==> src/rtl/cdb_arbiter_pkg.sv <==
// -----------------------------------------------------------------------------
// cdb_arbiter_pkg
//   Shared types and constants for the common data bus (CDB) arbiter.
//   - cdb_pkt_t   : one completion result as carried on the CDB
//   - N_CDB_SRC   : number of execution-unit sources (ALU, branch, LSU)
//   - rr_advance  : round-robin pointer step, wrapping to 0 after last source
// -----------------------------------------------------------------------------
package cdb_arbiter_pkg;

  localparam int N_CDB_SRC = 3;
  localparam int ROB_TAG_W = 6;
  localparam int PREG_W    = 7;
  localparam int XLEN      = 32;

  // Source numbering on the arbiter inputs.
  typedef enum logic [1:0] {
    SRC_ALU = 2'd0,
    SRC_BR  = 2'd1,
    SRC_LSU = 2'd2
  } cdb_src_e;

  typedef struct packed {
    logic [ROB_TAG_W-1:0] rob_tag;
    logic                 rd_used;
    logic [PREG_W-1:0]    rd_tag;
    logic [XLEN-1:0]      data;
  } cdb_pkt_t;

  // Next round-robin start position after 'grant' won: the source just
  // served drops to lowest priority.
  function automatic int rr_advance(input int grant, input int n_src);
    return (grant == n_src - 1) ? 0 : grant + 1;
  endfunction

endpackage

==> src/rtl/cdb_src_fifo.sv <==
// -----------------------------------------------------------------------------
// cdb_src_fifo
//   Two-entry synchronous FIFO buffering completions from one execution unit.
//   The head entry is read combinationally so the arbiter can pop it and load
//   it into the bus register on the same edge.
//
//   Ports:
//     clk, rst_n   clock, synchronous active-low reset
//     flush        discard all entries (priority over push/pop)
//     push         write push_pkt at the tail (caller guarantees count < 2)
//     push_pkt     packet to write
//     pop          drop the head entry (caller guarantees count != 0)
//     count        number of valid entries, 0..2
//     head         oldest entry (undefined content when count == 0)
// -----------------------------------------------------------------------------
module cdb_src_fifo
  import cdb_arbiter_pkg::*;
(
  input  logic       clk,
  input  logic       rst_n,
  input  logic       flush,
  input  logic       push,
  input  cdb_pkt_t   push_pkt,
  input  logic       pop,
  output logic [1:0] count,
  output cdb_pkt_t   head
);

  cdb_pkt_t   mem_reg [2];
  logic       head_ptr_reg;
  logic       tail_ptr_reg;
  logic [1:0] count_reg;
  logic [1:0] count_next;
  logic       clear;

  assign clear = !rst_n || flush;

  // Storage needs no reset: entries are only visible through count.
  always_ff @(posedge clk) begin
    if (!clear && push) begin
      mem_reg[tail_ptr_reg] <= push_pkt;
    end
  end

  always_comb begin
    count_next = count_reg;
    case ({push, pop})
      2'b10:   count_next = count_reg + 2'd1;
      2'b01:   count_next = count_reg - 2'd1;
      default: count_next = count_reg;  // idle, or push+pop keeps occupancy
    endcase
  end

  always_ff @(posedge clk) begin
    if (clear) begin
      head_ptr_reg <= 1'b0;
      tail_ptr_reg <= 1'b0;
      count_reg    <= 2'd0;
    end else begin
      if (push) tail_ptr_reg <= ~tail_ptr_reg;
      if (pop)  head_ptr_reg <= ~head_ptr_reg;
      count_reg <= count_next;
    end
  end

  assign count = count_reg;
  assign head  = mem_reg[head_ptr_reg];

endmodule

==> src/rtl/cdb_arbiter.sv <==
// -----------------------------------------------------------------------------
// cdb_arbiter
//   Collects completions from N_SRC execution units, buffers each in a 2-entry
//   FIFO and broadcasts at most one per cycle on the common data bus. A
//   round-robin arbiter picks among non-empty buffers; the winner's head is
//   registered onto the bus, so every output comes straight from a flop.
//
//   Ports:
//     clk, rst_n      clock, synchronous active-low reset
//     flush_i         drop all buffered and in-flight results
//     src_valid_i     per-source completion valid
//     src_ready_o     per-source buffer not full (from registered count only)
//     src_pkt_i       per-source completion packet
//     cdb_valid_o     bus broadcast valid (one cycle per result)
//     cdb_pkt_o       bus broadcast payload
//     wakeup_valid_o  broadcast carries a destination register
//     wakeup_tag_o    destination physical register tag
// -----------------------------------------------------------------------------
module cdb_arbiter
  import cdb_arbiter_pkg::*;
#(
  parameter int N_SRC      = N_CDB_SRC,
  parameter int FIFO_DEPTH = 2
) (
  input  logic                    clk,
  input  logic                    rst_n,
  input  logic                    flush_i,
  input  logic [N_SRC-1:0]        src_valid_i,
  output logic [N_SRC-1:0]        src_ready_o,
  input  cdb_pkt_t [N_SRC-1:0]    src_pkt_i,
  output logic                    cdb_valid_o,
  output cdb_pkt_t                cdb_pkt_o,
  output logic                    wakeup_valid_o,
  output logic [PREG_W-1:0]       wakeup_tag_o
);

  localparam int         RR_W       = (N_SRC > 1) ? $clog2(N_SRC) : 1;
  localparam logic [1:0] FULL_COUNT = 2'(FIFO_DEPTH);

  // Per-source buffer state.
  logic [1:0]       count [N_SRC];
  cdb_pkt_t         head  [N_SRC];
  logic [N_SRC-1:0] push;
  logic [N_SRC-1:0] pop;
  logic [N_SRC-1:0] req;

  // Arbitration.
  logic [RR_W-1:0]  rr_reg;
  logic [RR_W-1:0]  rr_next;
  logic             grant_valid;
  logic [RR_W-1:0]  grant_idx;
  cdb_pkt_t         grant_pkt;
  int               scan_idx;

  // Bus output register.
  logic             cdb_valid_reg;
  cdb_pkt_t         cdb_pkt_reg;

  genvar gi;
  generate
    for (gi = 0; gi < N_SRC; gi++) begin : g_src
      // Ready ignores a same-cycle pop: a full buffer never accepts, even
      // while it is being drained, which keeps ready a pure flop output.
      assign src_ready_o[gi] = (count[gi] < FULL_COUNT);
      assign req[gi]         = (count[gi] != 2'd0);
      assign push[gi]        = src_valid_i[gi] && src_ready_o[gi];
      assign pop[gi]         = grant_valid && (grant_idx == RR_W'(gi));

      cdb_src_fifo u_fifo (
        .clk      (clk),
        .rst_n    (rst_n),
        .flush    (flush_i),
        .push     (push[gi]),
        .push_pkt (src_pkt_i[gi]),
        .pop      (pop[gi]),
        .count    (count[gi]),
        .head     (head[gi])
      );
    end
  endgenerate

  // Scan cyclically starting at rr_reg; the first requester wins.
  always_comb begin
    grant_valid = 1'b0;
    grant_idx   = '0;
    grant_pkt   = '0;
    scan_idx    = 0;
    for (int k = 0; k < N_SRC; k++) begin
      scan_idx = int'(rr_reg) + k;
      if (scan_idx >= N_SRC) scan_idx = scan_idx - N_SRC;
      if (!grant_valid && req[scan_idx]) begin
        grant_valid = 1'b1;
        grant_idx   = RR_W'(scan_idx);
        grant_pkt   = head[scan_idx];
      end
    end
  end

  assign rr_next = RR_W'(rr_advance(int'(grant_idx), N_SRC));

  // Flush shares the reset path: a grant made on the flush edge is dropped,
  // and the matching FIFO pop is suppressed by the FIFO's own flush.
  always_ff @(posedge clk) begin
    if (!rst_n || flush_i) begin
      cdb_valid_reg <= 1'b0;
      cdb_pkt_reg   <= '0;
      rr_reg        <= '0;
    end else begin
      cdb_valid_reg <= grant_valid;
      if (grant_valid) begin
        cdb_pkt_reg <= grant_pkt;
        rr_reg      <= rr_next;
      end
    end
  end

  assign cdb_valid_o    = cdb_valid_reg;
  assign cdb_pkt_o      = cdb_pkt_reg;
  assign wakeup_valid_o = cdb_valid_reg && cdb_pkt_reg.rd_used;
  assign wakeup_tag_o   = cdb_pkt_reg.rd_tag;

endmodule

==> config.mk <==
export PLATFORM = sky130hd
export DESIGN_NAME = cdb_arbiter
export DESIGN_NICKNAME = d
export VERILOG_FILES = /design/src/rtl/cdb_arbiter_pkg.sv /design/src/rtl/cdb_src_fifo.sv /design/src/rtl/cdb_arbiter.sv
export SDC_FILE = /design/constraint.sdc
export NUM_CORES = 1
export LEC_CHECK = 0
export ABC_CLOCK_PERIOD_IN_PS = 6800
export BUFFER_PORTS_ARGS = -buffer_cell sky130_fd_sc_hd__buf_2
export CORE_MARGIN = 5
export CORE_UTILIZATION = 50
export DETAILED_ROUTE_END_ITERATION = 8
export PLACE_DENSITY = 0.67
export SETUP_SLACK_MARGIN = 0.4
export SLEW_MARGIN = 20
export SYNTH_ARGS = -nofsm -noshare
export SYNTH_HDL_FRONTEND = slang
export SYNTH_SLANG_ARGS = --single-unit
==> constraint.sdc <==
create_clock -name clk -period 6.8 [get_ports clk]
set_input_delay 1.36 -clock clk [delete_from_list [all_inputs] [get_ports clk]]
set_output_delay 1.36 -clock clk [all_outputs]
set_load 0.02 [all_outputs]
==> out/results.ini, run 1 <==
[run_status]
status=finished, final reports clean

[detailed_routing]
wl_per_cell_um=23.9
route.detailed.drc=0
num_vias=11100
drt_iter0_drc=1054
first_pass_iters=5
wl_um=41700
via_per_inst=6.32
drtAntennaViolNets=0

[synthesis]
synth-edff-count=276
synth_cell_type_count=54
post-synth-top-count-cell=edfxtp_1
yosysSeqAreaShare=0.621
ys_seq_elements=340
synthTopCellsByArea=edfxtp_1 (54%), dfxtp_1 (8.3%), mux2i_1 (6.6%)
synthArstFlopShare=0
ys_warn_count=0
synth_area_per_cell_um2=13.1
yosysTopAreaCellShare=0.538
synth_ff_type=edfxtp_1
synth_area_leader_cell=edfxtp_1
ys_top_cells_by_count=edfxtp_1 (276), o22ai_1 (126), a21oi_1 (113)
synthesis.instances=1175
synth_fp_nets=1326
netlist_area_mm2=0.0154

[final_layout]
diodes=0
drive_gt1_frac=0.284
largest_reg_flops=276
nNetsFinal=1474
instances_no_fill=1748
final_area_mm2=0.0179
fill_cells=2395
syn_to_final_growth_pct=16.1

[timing]
finalCriticalPeriod_ns=4.56
fin_ws_ns=2.24
setup_tns_ns=0
period_share=0.671
finalMaxSlewViolations=0
fmax_mhz=219
hold_viol_final=0
rsz0062_at_grt=false
setup_violations=0
fin_skew_ns=0.00797
worst_slew_pin_slew_ns=1.13
timing.slew.headroom=0.245

[global_route]
grt_max_degree=54
track_usage=0.234
antenna_found_initial=0
grt_pass1_wl_um=62200
gr-total-overflow=0
grt_pass1_vias=10800

[worst_hold_path]
hp-class=flop to flop
min_path_cells=2

[clock_tree]
cts_resized=0
htree_num_levels=2
clock_sinks=340
hold_buffers=0
cts.clk_slew.worst_paths_ns=0.06
tritoncts=built
clockBufferDepth=3
cts_setup_buffers=0
clk-insertion-delay-late_ns=0.52
numCtsBuffers=37
root_buffer=clkbuf_16

[worst_setup_path]
crit_arrival_ns=5.00
cp-start-kind=flop
worstSetupPathType=flop to flop
end_kind=flop
worst-path-max-fanout=38
ff2ff_path_depth=10
required_ns=7.23

[place]
place_inst=1680
dp_hpwl_um=26200
dpl_cell_area_mm2=0.0166
gp_congestion=0.876
dp_slack_ns=2.34
portBuffers=201

[job]
drv_cap=0

[die]
die-area_mm2=0.0344
chipHeight_um=186
ios=202
die_x_um=186
design.core.area_mm2=0.0305
start_util=0.505
rows=64

[power_and_ir_drop]
vdd_drop_max_v=0.000390
power.total_mw=8.82
leakage_nw=6.10
powerDensity_mw_per_mm2=493

[kinds of logic after synthesis]
kind of cell	count (synthesis)	share of synthesized area
DFF	340	0.621
muxes	162	0.110
AOI/OAI and AO/OA	402	0.179
and+or+nand+nor	139	0.0452
buffers and inverters	116	0.0337
adders and majority gates	7	0.00568
xor gates and xnor gates	9	0.00512
[layout make-up]
type	instances	area (µm²)	area share
well taps	396	495	0.0277
repair buffers	216	1120	0.0625
inverters	9	33.8	0.00189
flip-flops and latches	340	9580	0.535
clock inverters	16	231	0.0129
multi-input cells	719	5400	0.302
clock buffers	52	1040	0.0584
[path summary, 6_finish.rpt]
| path | start | end | slack, ns |
|---|---|---|---|
| setup / recovery | rr_reg[0] | g_src[1].u_fifo.count[1] | 2.24 |
| hold / removal | g_src[2].u_fifo.count[1] | g_src[2].u_fifo.count[1] | 0.55 |
| setup reg to reg | rr_reg[0] | g_src[1].u_fifo.count[1] | 2.24 |
| hold reg to reg | g_src[2].u_fifo.count[1] | g_src[2].u_fifo.count[1] | 0.55 |
[routing by layer]
layer,track usage,vias to the layer above,share of wire
met5,0,-,0
met4,0.0720,0,0.025
met3,0.0342,83,0.083
met2,0.384,580,0.48
met1,0.326,5424,0.41
li1,-,4969,-
[critical path, stage by stage (launching register included)]
cell and delay, ns:
dfxtp_1 0.39, inv_1 0.09, ha_2 0.86, nor2b_2 0.89, and2_2 0.85, o211ai_1 0.26, nor2_1 0.21, a21oi_1 0.07
ha_1 0.36, or3_1 0.35, a21oi_1 0.14
[stage by stage]
stage	utilization	hold slack (ns)
2_1_floorplan	-	0.479
3_3_place_gp	0.545	0.513
3_5_place_dp	0.545	0.536
4_1_cts	0.587	0.549
5_1_grt	0.587	0.586
6_report	0.587	0.555
[power breakdown]
part,total (mW),internal (mW),switching [mW],leakage (nW)
Sequential,2.72,2.45,0.268,3.03
Clock,2.10,1.30,0.798,0.619
Combinational,4.00,1.44,2.55,2.45
Total,8.82,5.20,3.62,6.10
[placed cells by master (no fill, tap or decap), types with 6 or more instances in the layout]
| cell | synthesis | layout |
|---|---|---|
| nand2b_1 | 10 | 7 |
| o2bb2ai_1 | 9 | 9 |
| o21a_1 | 35 | 35 |
| a22oi_1 | 24 | 24 |
| buf_2 | 16 | 201 |
| a211oi_1 | 17 | 17 |
| bufinv_16 | 0 | 6 |
| a211oi_2 | 27 | 27 |
| dfxtp_1 | 64 | 61 |
| a21oi_1 | 113 | 113 |
| clkbuf_16 | 0 | 39 |
| inv_1 | 8 | 8 |
| nor3_1 | 43 | 40 |
| nor2b_1 | 12 | 8 |
| o22ai_1 | 126 | 125 |
| a221oi_1 | 9 | 9 |
| mux2_2 | 61 | 61 |
| o221a_1 | 10 | 10 |
| edfxtp_1 | 276 | 276 |
| mux2i_1 | 101 | 101 |
| nor2_1 | 38 | 38 |
| o21ai_0 | 12 | 12 |
| ha_1 | 7 | 6 |
| buf_4 | 11 | 15 |
| xnor2_1 | 6 | 6 |
| clkbuf_1 | 70 | 11 |
| nand2_1 | 10 | 8 |
(Power assumes the default switching activity.)
==> run 2, diff against run 1 <==
ABC_AREA = 1   (was default)
ABC_CLOCK_PERIOD_IN_PS = 3800   (was 6800)
PLACE_DENSITY = 0.69   (was 0.67)
clock period = 3.8 ns   (was 6.8 ns; I/O delays follow)
==> out/results.ini, run 2 <==
[power_and_ir_drop]
power.total_mw=15.9
clkPwrFrac=0.210
leakage_nw=7.81
vdd_drop_max_v=0.00101
seq_power_share=0.288
powerDensity_mw_per_mm2=851
p_int_mw=8.69
p_sw_frac=0.454
comb_power_share=0.501
switching_power_mw=7.21

[worst_setup_path]
required_ns=4.21
r2r_slack_ns=0.73
path_cells=inv_1 -> ha_1 -> buf_4 -> nand2_1 -> nand3_1 -> nand2_4 -> nand3_1 -> nand2_1 -> inv_1 -> nand2_2 -> nor2_2 -> ha_1 -> a21oi_1 -> o21ai_0 -> o21ai_0 -> a21oi_1
crit_end=g_src[0].u_fifo.count[1]
r2r_start=rr_reg[0]
path_depth=16
worst-path-max-fanout=57
ff2ff_path_depth=16
r2r-end=g_src[0].u_fifo.count[1]
cp-start-kind=flop
crit_start=rr_reg[0]
worstSetupPathType=flop to flop
end_kind=flop
worst-path-buf-inv=3
critPathMaxStageDelay_ns=0.53
cp_top_family=simple AND/OR/NAND/NOR gates
crit_arrival_ns=3.47
crit_path_top_delay_cell=buf_4

[clock_tree]
htree_num_levels=2
cts_setup_buffers=0
hold_buffers=0
numCtsBuffers=37
cts_resized=0
clock_sinks=340
cts.clk_slew.worst_paths_ns=0.06
clockBufferDepth=3
root_buffer=clkbuf_16
clk-insertion-delay-late_ns=0.53
tritoncts=built

[synthesis]
synth_ff_type=edfxtp_1
yosysTopAreaCellShare=0.509
synth_area_per_cell_um2=9.04
synth_fp_nets=1952
synth_cell_type_count=37
synth_area_leader_cell=edfxtp_1
synthTopCellsByArea=edfxtp_1 (51%), nand2_1 (16%), dfxtp_1 (7.9%)
post-synth-top-count-cell=nand2_1
ys_seq_elements=340
ys_top_cells_by_count=nand2_1 (702), edfxtp_1 (276), nand3_1 (152)
netlist_area_mm2=0.0163
synthArstFlopShare=0
synth-edff-count=276
yosysSeqAreaShare=0.588
synthesis.instances=1801
ys_warn_count=0

[final_layout]
syn_to_final_growth_pct=14.9
layout_common_cells=nand2_1 (702), edfxtp_1 (276), buf_2 (201)
largest_reg_flops=276
final_area_mm2=0.0187
nNetsFinal=2108
diodes=0
fin_util=0.577
fill_cells=2869
instances_no_fill=2427
layout_commonest_cell=nand2_1
drive_gt1_frac=0.195

[global_route]
antenna_found_initial=2
grt_max_degree=96
gr-total-overflow=0
grt_pass1_wl_um=68700
grt_pass1_vias=12400
track_usage=0.245

[die]
rows=66
chipHeight_um=190
design.core.area_mm2=0.0324
start_util=0.503
die_x_um=190
ios=202
die-area_mm2=0.0363

[timing]
timing.slew.headroom=0.337
hold_viol_final=0
worst_slew_pin_slew_ns=0.995
whs_ns=0.419
period_share=0.808
finalCriticalPeriod_ns=3.07
fmax_mhz=326
setup_violations=0
rsz0062_at_grt=false
fin_ws_ns=0.731
fin_skew_ns=0.0191
setup_tns_ns=0
finalMaxSlewViolations=0

[detailed_routing]
wl_met2_um=23700
first_pass_iters=6
route.detailed.drc=0
wl_um=45800
via_per_inst=5.42
num_vias=13100
wl_per_cell_um=18.9
route.met3.wl_um=2480
drtAntennaViolNets=0
wl_met1_um=17100
drt_iter0_drc=1183
highest_layer=met5

[place]
gp_congestion=0.876
dp_hpwl_um=31100
dpl_cell_area_mm2=0.0176
portBuffers=201
place_inst=2360
dp_slack_ns=0.750

[worst_hold_path]
hp-class=primary input to flop

[run_status]
status=finished, final reports clean

[job]
drv_cap=0

[run 2: how the worst min path moves through the flow]
stage | startpoint | end | slack, ns | depth (start not counted)
6_report | src_pkt_i[111] | g_src[2].u_fifo.mem_reg[1][19] | 0.42 | 1
5_1_grt | src_pkt_i[68] | g_src[1].u_fifo.mem_reg[0][22] | 0.40 | 1
4_1_cts | src_pkt_i[121] | g_src[2].u_fifo.mem_reg[0][29] | 0.41 | 1
3_5_place_dp | g_src[0].u_fifo.tail_ptr_reg | g_src[0].u_fifo.tail_ptr_reg | 0.45 | 2
3_3_place_gp | g_src[0].u_fifo.tail_ptr_reg | g_src[0].u_fifo.tail_ptr_reg | 0.45 | 2
2_1_floorplan | g_src[0].u_fifo.tail_ptr_reg | g_src[0].u_fifo.tail_ptr_reg | 0.44 | 2
[run 2: final cells by class]
class                      instances  area [µm²]  area share
clock inverter                    17         139     0.00743
inverter                          66         258      0.0138
multi-input combinational       1285        5970       0.320
tap                              442         553      0.0296
timing repair buffer             227        1210      0.0649
clock buffer                      50         985      0.0527
sequential                       340        9570       0.512
[run 2: cell families after synthesis]
kind of cell             count (synthesis)  share of synthesized area
AND/OR/NAND/NOR                       1006                      0.261
adder cells (fa/ha/maj)                  7                    0.00538
multiplexers                            15                    0.00923
AO/OA/AOI/OAI                          253                     0.0853
flip-flops                             340                      0.588
buffers and inverters                  176                     0.0491
XOR/XNOR                                 4                    0.00215
[run 2: layer usage]
metal | track usage | vias up
met5 | 0 | -
met4 | 0.120 | 4
li1 | - | 6341
met2 | 0.442 | 494
met3 | 0.0330 | 118
met1 | 0.286 | 6191
[run 2: power by group through the flow]
stage	combinational, mW	clock [mW]	sequential [mW]
finish	7.97	3.35	4.58
global route	8.82	3.56	4.61
CTS	7.96	3.40	4.59
detailed placement	7.92	0	4.66
global placement	7.77	0	4.66
floorplan	5.81	0	4.81
